**src/rtl/img_proc_pkg.sv**
```systemverilog
// Shared image-processing types and default geometry for the linebuffer / window_gen pair.
package img_proc_pkg;

    localparam int DEF_DATA_W     = 8;
    localparam int DEF_KERNEL_W   = 3;
    localparam int DEF_RESOLUTION = 512;

    typedef logic [DEF_DATA_W-1:0] pixel_t;

    typedef enum logic [1:0] {
        S_IDLE   = 2'd0,
        S_PRIME  = 2'd1,
        S_STREAM = 2'd2
    } win_state_t;

endpackage

```
**src/rtl/window_shreg.sv**
```systemverilog
// KERNEL_W x KERNEL_W window register: shifts left one column per enabled cycle,
// the incoming column lands in c=KERNEL_W-1 with the oldest row at r=0.
module window_shreg #(
    parameter int DATA_W   = 8,
    parameter int KERNEL_W = 3
) (
    input  logic                                           clk,
    input  logic                                           rst,
    input  logic                                           en,
    input  logic [KERNEL_W-1:0][DATA_W-1:0]                col,
    output logic [KERNEL_W-1:0][KERNEL_W-1:0][DATA_W-1:0]  window
);

    // Column shift; the tap order of col is reversed so r=0 is the top (oldest) row.
    always_ff @(posedge clk or posedge rst) begin
        if (rst) begin
            window <= '0;
        end else if (en) begin
            for (int r = 0; r < KERNEL_W; r++) begin
                for (int c = 0; c < KERNEL_W - 1; c++) begin
                    window[r][c] <= window[r][c+1];
                end
                window[r][KERNEL_W-1] <= col[KERNEL_W-1-r];
            end
        end
    end

endmodule

```
**src/rtl/window_gen.sv**
```systemverilog
// Assembles KERNEL_W x KERNEL_W windows from the linebuffer column stream and flags
// the ones lying fully inside the frame, with their top-left raster coordinates.
module window_gen
    import img_proc_pkg::*;
#(
    parameter int DATA_W     = DEF_DATA_W,
    parameter int KERNEL_W   = DEF_KERNEL_W,
    parameter int RESOLUTION = DEF_RESOLUTION
) (
    input  logic                                           clk_i,
    input  logic                                           srst_i,
    input  logic [KERNEL_W-1:0][DATA_W-1:0]                col_i,
    input  logic                                           col_valid_i,
    input  logic                                           sof_i,
    output logic [KERNEL_W-1:0][KERNEL_W-1:0][DATA_W-1:0]  window_o,
    output logic                                           win_valid_o,
    output logic [$clog2(RESOLUTION)-1:0]                  win_x_o,
    output logic [$clog2(RESOLUTION)-1:0]                  win_y_o,
    output logic                                           frame_done_o
);

    localparam int               CNT_W    = $clog2(RESOLUTION);
    localparam logic [CNT_W-1:0] LAST_IDX = CNT_W'(RESOLUTION - 1);
    localparam logic [CNT_W-1:0] EDGE_IDX = CNT_W'(KERNEL_W - 1);
    localparam logic [CNT_W-1:0] ONE      = CNT_W'(1);

    win_state_t       state_r;
    logic [CNT_W-1:0] col_cnt_r;
    logic [CNT_W-1:0] row_cnt_r;
    logic [CNT_W-1:0] cur_x_s;
    logic [CNT_W-1:0] cur_y_s;
    logic [CNT_W-1:0] col_nxt_s;
    logic [CNT_W-1:0] row_nxt_s;
    logic             in_frame_s;
    logic             last_pix_s;

    window_shreg #(
        .DATA_W   (DATA_W),
        .KERNEL_W (KERNEL_W)
    ) u_shreg (
        .clk    (clk_i),
        .rst    (srst_i),
        .en     (col_valid_i),
        .col    (col_i),
        .window (window_o)
    );

    // Position of the column on the bus (sof forces it to the origin) and the position after it.
    always_comb begin
        cur_x_s   = col_cnt_r;
        cur_y_s   = row_cnt_r;
        col_nxt_s = '0;
        row_nxt_s = '0;
        if (sof_i) begin
            cur_x_s = '0;
            cur_y_s = '0;
        end else begin
            cur_x_s = col_cnt_r;
            cur_y_s = row_cnt_r;
        end
        if (cur_x_s == LAST_IDX) begin
            col_nxt_s = '0;
            if (cur_y_s == LAST_IDX) begin
                row_nxt_s = '0;
            end else begin
                row_nxt_s = cur_y_s + ONE;
            end
        end else begin
            col_nxt_s = cur_x_s + ONE;
            row_nxt_s = cur_y_s;
        end
    end

    assign in_frame_s = (cur_x_s >= EDGE_IDX) && (cur_y_s >= EDGE_IDX);
    assign last_pix_s = (cur_x_s == LAST_IDX) && (cur_y_s == LAST_IDX);

    // Raster counters advance only on accepted columns; wrap is by compare.
    always_ff @(posedge clk_i or posedge srst_i) begin
        if (srst_i) begin
            col_cnt_r <= '0;
            row_cnt_r <= '0;
        end else if (col_valid_i) begin
            col_cnt_r <= col_nxt_s;
            row_cnt_r <= row_nxt_s;
        end
    end

    // Frame FSM with registered valid, coordinate and frame-done outputs.
    always_ff @(posedge clk_i or posedge srst_i) begin
        if (srst_i) begin
            state_r      <= S_IDLE;
            win_valid_o  <= 1'b0;
            frame_done_o <= 1'b0;
            win_x_o      <= '0;
            win_y_o      <= '0;
        end else begin
            win_valid_o  <= 1'b0;
            frame_done_o <= 1'b0;
            if (col_valid_i) begin
                if (sof_i) begin
                    state_r <= S_PRIME;
                end else begin
                    case (state_r)
                        S_IDLE: begin
                            state_r <= S_PRIME;
                        end
                        S_PRIME: begin
                            if ((row_nxt_s >= EDGE_IDX) && !last_pix_s) begin
                                state_r <= S_STREAM;
                            end
                        end
                        S_STREAM: begin
                            if (in_frame_s) begin
                                win_valid_o <= 1'b1;
                                win_x_o     <= cur_x_s - EDGE_IDX;
                                win_y_o     <= cur_y_s - EDGE_IDX;
                            end
                            if (last_pix_s) begin
                                frame_done_o <= 1'b1;
                                state_r      <= S_IDLE;
                            end
                        end
                        default: begin
                            state_r <= S_IDLE;
                        end
                    endcase
                end
            end
        end
    end

endmodule
```
**config.mk**
```make
export PLATFORM = sky130hd
export DESIGN_NAME = window_gen
export DESIGN_NICKNAME = d
export VERILOG_FILES = /design/src/rtl/img_proc_pkg.sv /design/src/rtl/window_shreg.sv /design/src/rtl/window_gen.sv
export SDC_FILE = /design/constraint.sdc
export NUM_CORES = 1
export LEC_CHECK = 0
export CORE_ASPECT_RATIO = 0.7
export CORE_MARGIN = 2
export CORE_UTILIZATION = 50
export DETAILED_ROUTE_END_ITERATION = 12
export PLACE_DENSITY = 0.8
export SETUP_SLACK_MARGIN = 0.05
export SLEW_MARGIN = 0
export SYNTH_ARGS = -nofsm -noshare
export SYNTH_HDL_FRONTEND = slang
export SYNTH_SLANG_ARGS = --single-unit
```
**constraint.sdc**
```tcl
create_clock -name clk_i -period 9.3 [get_ports clk_i]
set_input_delay 1.395 -clock clk_i [delete_from_list [all_inputs] [get_ports clk_i]]
set_output_delay 1.395 -clock clk_i [all_outputs]
set_load 0.02 [all_outputs]
```
Word-level counts from Yosys, hierarchy flattened
Index checks and enable logic that the tools add are counted.

Add/subtract/negate cells: 4. $mul: 0. Divide/modulo/power cells: 0. Order comparisons: 3. Eq/ne operators: 6. Shift operators: 0. Mux-type cells: 17. Bitwise logic cells: 1. Reduce and logical (&&, ||, !) cells: 7.

Operator list (number): $mux W9 (5); $ge A9 B2 Y1 const B (3); $add A9 B1 Y9 const B (2); $eq A9 B9 Y1 const B (2); $sub A9 B2 Y9 const B (2); $mux W1 (8); $mux W2 (3); $ne A3 B3 Y1 const B (2); $pmux W2 S3 (1); $reduce_and A4 Y1 (1); $logic_and A1 B1 Y1 (3); $reduce_and A3 Y1 (1); $eq A2 B1 Y1 const B (1); $eq A2 B2 Y1 const B (1); $logic_not A2 Y1 (1); $logic_not A1 Y1 (1); $not A1 Y1 (1).

Bits in registers: 112. Latch bits: 0. Memory bits (writable): 0. ROM bits: 0. Word-level logic and storage cells: 54. Memories: 0.

Logic depth before layout (Yosys ltp)
Gate-level depths: netlist of run 1.

Depth in word-level cells: 9. Depth in mapped cells: 14.

Cells and area by module
A second synthesis of run 1 with hierarchy kept.

Cell total of the unflattened synthesis: 412. Area total of the unflattened synthesis: 5362.6 um2.

Modules (own cells, without submodules): window_shreg (times used 1, cells an instance 153, area an instance 3030.4 um2); window_gen (times used 1, cells an instance 259, area an instance 2332.2 um2).

Least setup slack after synthesis of run 1
No wires, ideal clock.

Path kind: input to register. Start: input port sof_i. End: register state_r[0]. Arrival: 3906 ps. Required time: 9176 ps. Path slack: 5270 ps. Stages on the path: 14. Path buffers: 2. Cell sequence: buf_6 -> clkbuf_1 -> nor2b_1 -> ha_1 -> nand4_1 -> nor2_1 -> and3_1 -> ha_1 -> nand3_1 -> or4_1 -> a21boi_1 -> nor4_1 -> a31oi_1 -> nor2_1.

Cells in the longest elaborated chain, start to end: 8. Elaborated cells between the ends (all ways): 15.

Ends and longest elaborated chain: start, declared (RTL line window_gen.sv:14) `input logic sof_i,`; $mux W9 (RTL line window_gen.sv:54) `if (sof_i) begin`; $add A9 B1 Y9 / $eq A9 B9 Y1 (equally long branches) (RTL line window_gen.sv:66, window_gen.sv:63, window_gen.sv:75); $mux W9 (RTL line window_gen.sv:63) `if (cur_y_s == LAST_IDX) begin`; $mux W9 (RTL line window_gen.sv:61) `if (cur_x_s == LAST_IDX) begin`; $ge A9 B2 Y1 (RTL line window_gen.sv:108) `if ((row_nxt_s >= EDGE_IDX) && !last_pix_s) begin`; $logic_and A1 B1 Y1 (RTL line window_gen.sv:108); $ne A3 B3 Y1 (no source line); $reduce_and A3 Y1 (no source line); end signal, assigned (RTL line window_gen.sv:105) `state_r <= S_PRIME;`; end signal, assigned (RTL line window_gen.sv:109) `state_r <= S_STREAM;`; end signal, assigned (RTL line window_gen.sv:120) `state_r <= S_IDLE;`; end, declared (RTL line window_gen.sv:27) `win_state_t state_r;`.

Parallel ways exist; a longest one is shown, timed or not. A chain may end at the register's enable or synchronous reset.

Final worst setup path of run 1
Start: input port sof_i. End: register state_r[1].

Same word-level chain as after synthesis.

==> run_results.csv, run 1 <==
group,metric,value,unit
power,power.density,181.9,mW/mm²
synth,synth_area,0.005110,mm²
synth,yosysWarnings,0,
synth,async_flop_share,1.000,
synth,ys_top_cells_by_area,"dfrtp_1 55%, mux2_2 16%, o21ai_2 2.7%, nand2_1 2.6%, ha_1 2.2%",
placement,placed_area,0.006322,mm²
critical_path,r2r_end,"state_r[1]",
critical_path,reg2reg_depth,12,
timing,setup_viol,0,
route,dr_total_vias,3614,
power,vdd_ir_drop_max,0.1265,mV
critical_path,critPathTopFamily,"simple AND/OR/NAND/NOR gates",
cts,cts.repair.resized,0,
power,p_switching,0.3340,mW
critical_path,cp-end-kind,"register",
timing,fin_skew,0.004768,ns
cts,cts_setup_buffers,0,
synth,synth_top_area_frac,0.5485,
cts,tritoncts,"done",
timing,final.period_utilization,0.5163,
power,pwr-share-seq,0.476,
cts,hold_buffers,0,
global_route,grt_pass1_wl,18.02,mm
global_route,grt_usage,0.2017,
layout,drive_gt1_frac,0.2212,
timing,tightest_slew,1.098,ns
timing,fin_crit,4.801,ns
critical_path,reg2reg_from,"col_cnt_r[1]",
critical_path,cp-endpoint,"state_r[1]",
power,clock_power_share,0.300,
placement,portBuffers,119,
synth,ys_ff_latch,112,
min_path,worstHoldPathType,"reg -> reg",
critical_path,critical_path_class,"in -> reg",
critical_path,path_depth,14,
route,via_per_inst,5.501,
route,drc,0,
critical_path,critical_path_required,9.58,ns
placement,dp_hpwl,7.450,mm
timing,tns,0,ns
critical_path,cp_common_cell,"ha_1",
synth,synth_nets,456,
cts,clkTransAtPathRegs,0.07,ns
critical_path,cp_slowest_cell,"or4_1",
die,dieArea,0.01106,mm²
timing,clock.fmax,208.3,MHz
layout,fin_util,0.6710,
die,die_h,88.58,µm
outcome,status,"finished clean",
critical_path,path_cells,"clkdlybuf4s50_1 > buf_4 > nor2b_1 > ha_1 > nand4_1 > nor2_1 > and3_1 > ha_1 > nand3_1 > or4_1 > a21boi_1 > nor4_1 > a31oi_1 > o21a_1",
cts,clockBufferDepth,2,
layout,nFillCells,763,
route,antenna_left,0,
layout,final_nets,561,
cts,cts_buffers,9,
synth,yosysUniqueCellTypes,47,
cts,clk_latency,0.34,ns
die,ios,120,
die,num_rows,30,
synth,synthFlopType,"dfrtp_1",
cts,clock_sinks,112,
timing,finalMaxSlewViolations,0,
cts,htreeDepth,3,
critical_path,timing.reg2reg.setup_slack,5.78,ns
critical_path,cp.arrival,5.08,ns
route,drt_pass1_iterations,4,
die,start_util,0.5196,
die,fp.coreArea,0.009834,mm²
layout,area_growth,29.14,%
layout,regArea,0.002803,mm²
synth,yosys.area.top_type,"dfrtp_1",
die,die_width,124.8,µm
power,sw_frac_of_total,0.2782,
run,cap_violations,0,
critical_path,worstPathMaxFanout,32,
critical_path,critPathMaxStageDelay,0.56,ns
synth,synth_edf_count,0,
power,pwr-share-comb,0.225,
route,dr.first_iter.drc_count,196,
critical_path,setup.worst_path.start_class,"primary input",
global_route,grt_antenna_before_repair,0,
layout,finalInstanceArea,0.006599,mm²
synth,avgSynthCellArea,12.20,µm²
global_route,grt_pass1_vias,3576,
critical_path,path_buf_inv,2,
layout,num_antenna_cells,0,
route,routedWlPerCell,16.33,µm
global_route,grt_start_max_net_pins,93,
timing,slew_headroom,0.2679,
timing,hold_violations,0,
critical_path,startpoint,"sof_i",
synth,synthCells,419,
power,p_int,0.8665,mW
layout,multiInputGateArea,0.002116,mm²
synth,ys_seq_area_frac,0.5485,
route,wirelength,10.73,mm
timing,rsz0062_at_grt,"no",
cts,root_buffer,"clkbuf_16",
power,leakagePower,2.821,nW
placement,place_congestion,0.8595,
global_route,grt_overflow,0,
-- worst min path at each step --
| stage | from | endpoint | slack [ns] | cells after the start |
|---|---|---|---|---|
| 6_report | win_x_o[7] | win_x_o[7] | 0.48 | 2 |
| 5_1_grt | win_x_o[2] | win_x_o[2] | 0.49 | 2 |
| 4_1_cts | win_x_o[7] | win_x_o[7] | 0.48 | 2 |
| 3_5_place_dp | win_x_o[7] | win_x_o[7] | 0.46 | 2 |
| 3_3_place_gp | win_x_o[2] | win_x_o[2] | 0.46 | 2 |
| 2_1_floorplan | state_r[0] | frame_done_o | 0.47 | 1 |
-- stage by stage --
stage                     hold slack (ns)  power, mW  setup WS, ns  instances
final                              0.4771      1.201         4.499        657
after floorplan                    0.4712     0.7167         4.946        419
after CTS                          0.4802      1.215         4.538        657
after global placement             0.4624     0.8439         4.498        641
after detailed placement           0.4644     0.8533         4.217        641
after global routing               0.4928      1.255         4.262        657
-- cells in the final DEF, fill, tap and decap left out, drive strengths merged, types with 9 or more instances in the layout --
cell,instances
inv,9
ha,9
nor2b,9
nor2,21
dfrtp,112
clkbuf,12
o21ai,30
mux2,76
nand2,35
clkdlybuf4s50,118
-- power groups by stage --
stage          clock network (mW)  registers, mW  logic (mW)
2_1_floorplan                   0          0.636      0.0806
3_3_place_gp                    0          0.576       0.267
3_5_place_dp                    0          0.581       0.272
4_1_cts                     0.369          0.572       0.274
5_1_grt                     0.390          0.579       0.286
6_report                    0.360          0.571       0.270
-- cell type report --
type / count / area share
tap: 128 / 0.02427
sequential: 112 / 0.4247
multi-input combinational: 270 / 0.3206
clock inverter: 4 / 0.004551
timing repair buffer: 121 / 0.1824
inverter: 10 / 0.006067
clock buffer: 12 / 0.03735
-- worst register-to-register path: stages (launching register included) --
cell and delay, ns:
dfrtp_1 0.41, nor2b_1 0.39, ha_1 0.33, nand4_1 0.11
nor2_1 0.18, and3_1 0.20, ha_1 0.42, nand3_1 0.20
or4_1 0.56, a21boi_1 0.21, nor4_1 0.07, a31oi_1 0.24
o21a_1 0.14
-- logic make-up (layout without fill, tap and decap cells) --
kind of cell             count (synthesis)  in the layout  synth area share
AO/OA/AOI/OAI                           70             70            0.1006
XOR/XNOR                                11             11           0.01885
AND/OR/NAND/NOR                        104            104            0.1036
adder cells (fa/ha/maj)                  9              9           0.02204
buffers and inverters                   37            147           0.03746
multiplexers                            76             76            0.1690
flip-flops                             112            112            0.5485
-- cell usage after synthesis, drive strengths merged, types with 2 or more instances --
cell	instances
o21ai	30
o2bb2ai	2
xor2	7
a22o	4
xnor2	4
nor4	4
dfrtp	112
a21oi	8
a32o	2
nor2b	9
nor2	21
or2	3
o21a	4
clkbuf	18
mux2	76
o221ai	2
o31ai	5
buf	9
nand2b	3
nand2	35
or4	2
ha	9
nand4	6
o22ai	2
nor4b	2
nor3	7
inv	9
a31oi	6
nand3	8
-- flip-flops by register name (all words and copies together), names as in the netlist --
name	cells
u_shreg.window	72
col_cnt_r	9
row_cnt_r	9
win_x_o	9
win_y_o	9
state_r	2
frame_done_o	1
win_valid_o	1
-- per-layer routing --
| metal | vias to the layer above | track usage | share of wire |
|---|---|---|---|
| met5 | - | 0 | 0 |
| met1 | 1775 | 0.2686 | 0.45 |
| met3 | 12 | 0.06106 | 0.067 |
| li1 | 1700 | - | - |
| met2 | 127 | 0.3308 | 0.47 |
| met4 | 0 | 0.05152 | 0.010 |
Note: power is estimated with default switching activity, not from simulation.
==> inputs of run 2 (changes only) <==
Clock period 9.3 ns to 4.9 ns, I/O delays scaled along.
==> run 2 against run 1 <==
Sequential share of layout area down 0.19 points; register-to-register slack worse by 4.4 ns; hold slack better by 0.0016 ns; sequential power up 89%; highest routed layer unchanged.
==> run_results.csv, run 2 (synthesized netlist as in run 1, its figures left out) <==
group,metric,value,unit
timing,fin_crit,4.075,ns
global_route,grt_usage,0.2095,
cts,hold_buffers,0,
critical_path,critPathMaxStageDelay,0.55,ns
critical_path,worstPathMaxFanout,13,
die,die_width,124.8,µm
die,start_util,0.5196,
power,sw_frac_of_total,0.2688,
min_path,worstHoldPathType,"reg -> reg",
outcome,status,"finished clean",
power,power.density,345.5,mW/mm²
route,wirelength,10.71,mm
global_route,grt_start_max_net_pins,78,
placement,place_congestion,0.8507,
layout,area_growth,29.73,%
critical_path,path_depth,13,
timing,slew_headroom,0.3896,
timing,final.period_utilization,0.8316,
route,antenna_left,0,
cts,htreeDepth,3,
route,drc,0,
die,fp.coreArea,0.009834,mm²
placement,dp_hpwl,7.488,mm
global_route,grt_pass1_vias,3729,
route,routedWlPerCell,16.25,µm
timing,tightest_slew,0.9155,ns
timing,setup_viol,0,
cts,root_buffer,"clkbuf_16",
power,vdd_ir_drop_max,0.1779,mV
route,drt_pass1_iterations,5,
layout,final_cell_mix,"118 x clkdlybuf4s50_1, 112 x dfrtp_1, 74 x mux2_2",
timing,hold_slack,0.4787,ns
power,clock_power_share,0.303,
power,leakagePower,2.841,nW
critical_path,critical_path_class,"in -> reg",
cts,cts_setup_buffers,0,
critical_path,cp_common_cell,"ha_1",
layout,layout_commonest_cell,"clkdlybuf4s50_1",
critical_path,critical_path_required,5.18,ns
cts,clk_latency,0.34,ns
power,p_switching,0.6157,mW
critical_path,critPathTopFamily,"simple AND/OR/NAND/NOR gates",
die,die_h,88.58,µm
cts,tritoncts,"done",
die,num_rows,30,
layout,drive_gt1_frac,0.2260,
die,dieArea,0.01106,mm²
critical_path,path_buf_inv,1,
route,dr_total_vias,3610,
critical_path,reg2reg_depth,12,
global_route,grt_overflow,0,
layout,largest_register,"u_shreg.window",
route,via_per_inst,5.478,
power,total_power,2.290,mW
critical_path,cp-end-kind,"register",
global_route,grt_pass1_wl,18.51,mm
layout,num_antenna_cells,0,
cts,cts.repair.resized,0,
cts,cts_buffers,9,
critical_path,setup.worst_path.start_class,"primary input",
power,p_int,1.675,mW
critical_path,cp_slowest_cell,"or4_1",
critical_path,cp.arrival,4.35,ns
layout,largest_reg_flops,72,
cts,clockBufferDepth,2,
critical_path,path_cells,"clkdlybuf4s50_1 > nor2b_1 > ha_1 > nand4_1 > nor2_1 > and3_1 > ha_1 > nand3_1 > or4_1 > a21boi_1 > nor4_1 > a31oi_1 > o21a_1",
cts,clock_sinks,112,
timing,fin_skew,0.006437,ns
min_path,hold_depth,2,
timing,tns,0,ns
timing,rsz0062_at_grt,"no",
power,pwr-share-seq,0.473,
layout,final_nets,565,
global_route,grt_antenna_before_repair,0,
cts,clkTransAtPathRegs,0.07,ns
timing,clock.fmax,245.4,MHz
layout,nFillCells,740,
placement,portBuffers,119,
timing,hold_violations,0,
layout,finalInstanceArea,0.006629,mm²
power,pwr-share-comb,0.224,
die,ios,120,
route,dr.first_iter.drc_count,181,
placement,placed_area,0.006352,mm²
run,cap_violations,0,
timing,finalMaxSlewViolations,0,
run 2: cell count changes in the layout (fill, tap and decap cells not counted):
| cell | before | now |
|---|---|---|
| buf_4 | 3 | 7 |
| clkinv_4 | 2 | 0 |
| bufinv_16 | 0 | 1 |
| clkbuf_1 | 2 | 1 |
| clkbuf_8 | 1 | 0 |
| clkinv_2 | 1 | 2 |
run 2: final timing paths:
path	slack (ns)	startpoint	end
min in group asynchronous	0.94	srst_i	u_shreg.window[71]
worst min register to register	0.48	win_x_o[6]	win_x_o[6]
worst max-delay path	0.83	sof_i	state_r[1]
worst min-delay path	0.48	win_x_o[6]	win_x_o[6]
max in group asynchronous	2.96	srst_i	u_shreg.window[34]
worst max register to register	1.35	col_cnt_r[1]	state_r[1]
run 2: layout make-up:
| cell class | count | area, µm² | area share |
|---|---|---|---|
| flip-flops and latches | 112 | 2803 | 0.4228 |
| multi-input cells | 270 | 2116 | 0.3192 |
| clock buffers | 10 | 229.0 | 0.03454 |
| well taps | 128 | 160.2 | 0.02416 |
| inverters | 10 | 40.04 | 0.006040 |
| repair buffers | 125 | 1234 | 0.1861 |
| clock inverters | 4 | 47.55 | 0.007173 |
run 2: through the flow:
step           cells    util  worst slack [ns]
3_3_place_gp     645  0.6459            0.8144
3_5_place_dp     645  0.6459            0.5560
5_1_grt          659  0.6740            0.5630
2_1_floorplan    419       -             1.206
4_1_cts          659  0.6740            0.8896
6_report         659  0.6740            0.8253
run 2: worst reg2reg max path, cell delays in order, from the launching register on:
cell and delay (ns):
dfrtp_1 0.43, nor2b_1 0.40, ha_1 0.31, nand4_1 0.11, nor2_1 0.18, and3_1 0.19, ha_1 0.42, nand3_1 0.19
or4_1 0.55, a21boi_1 0.23, nor4_1 0.08, a31oi_1 0.24, o21a_1 0.14
run 2: per-layer routing:
metal	vias to the layer above	GRT usage	wire, µm
li1	1714	-	-
met1	1749	0.2755	4935
met2	135	0.3408	4899
met3	12	0.06167	753
met4	0	0.07071	122
met5	-	0	0
run 2: power groups by stage:
| stage | combinational (mW) | clock [mW] | sequential [mW] |
|---|---|---|---|
| 2_1_floorplan | 0.153 | 0 | 1.21 |
| 3_3_place_gp | 0.510 | 0 | 1.09 |
| 3_5_place_dp | 0.516 | 0 | 1.10 |
| 4_1_cts | 0.520 | 0.714 | 1.09 |
| 5_1_grt | 0.547 | 0.764 | 1.10 |
| 6_report | 0.512 | 0.694 | 1.08 |
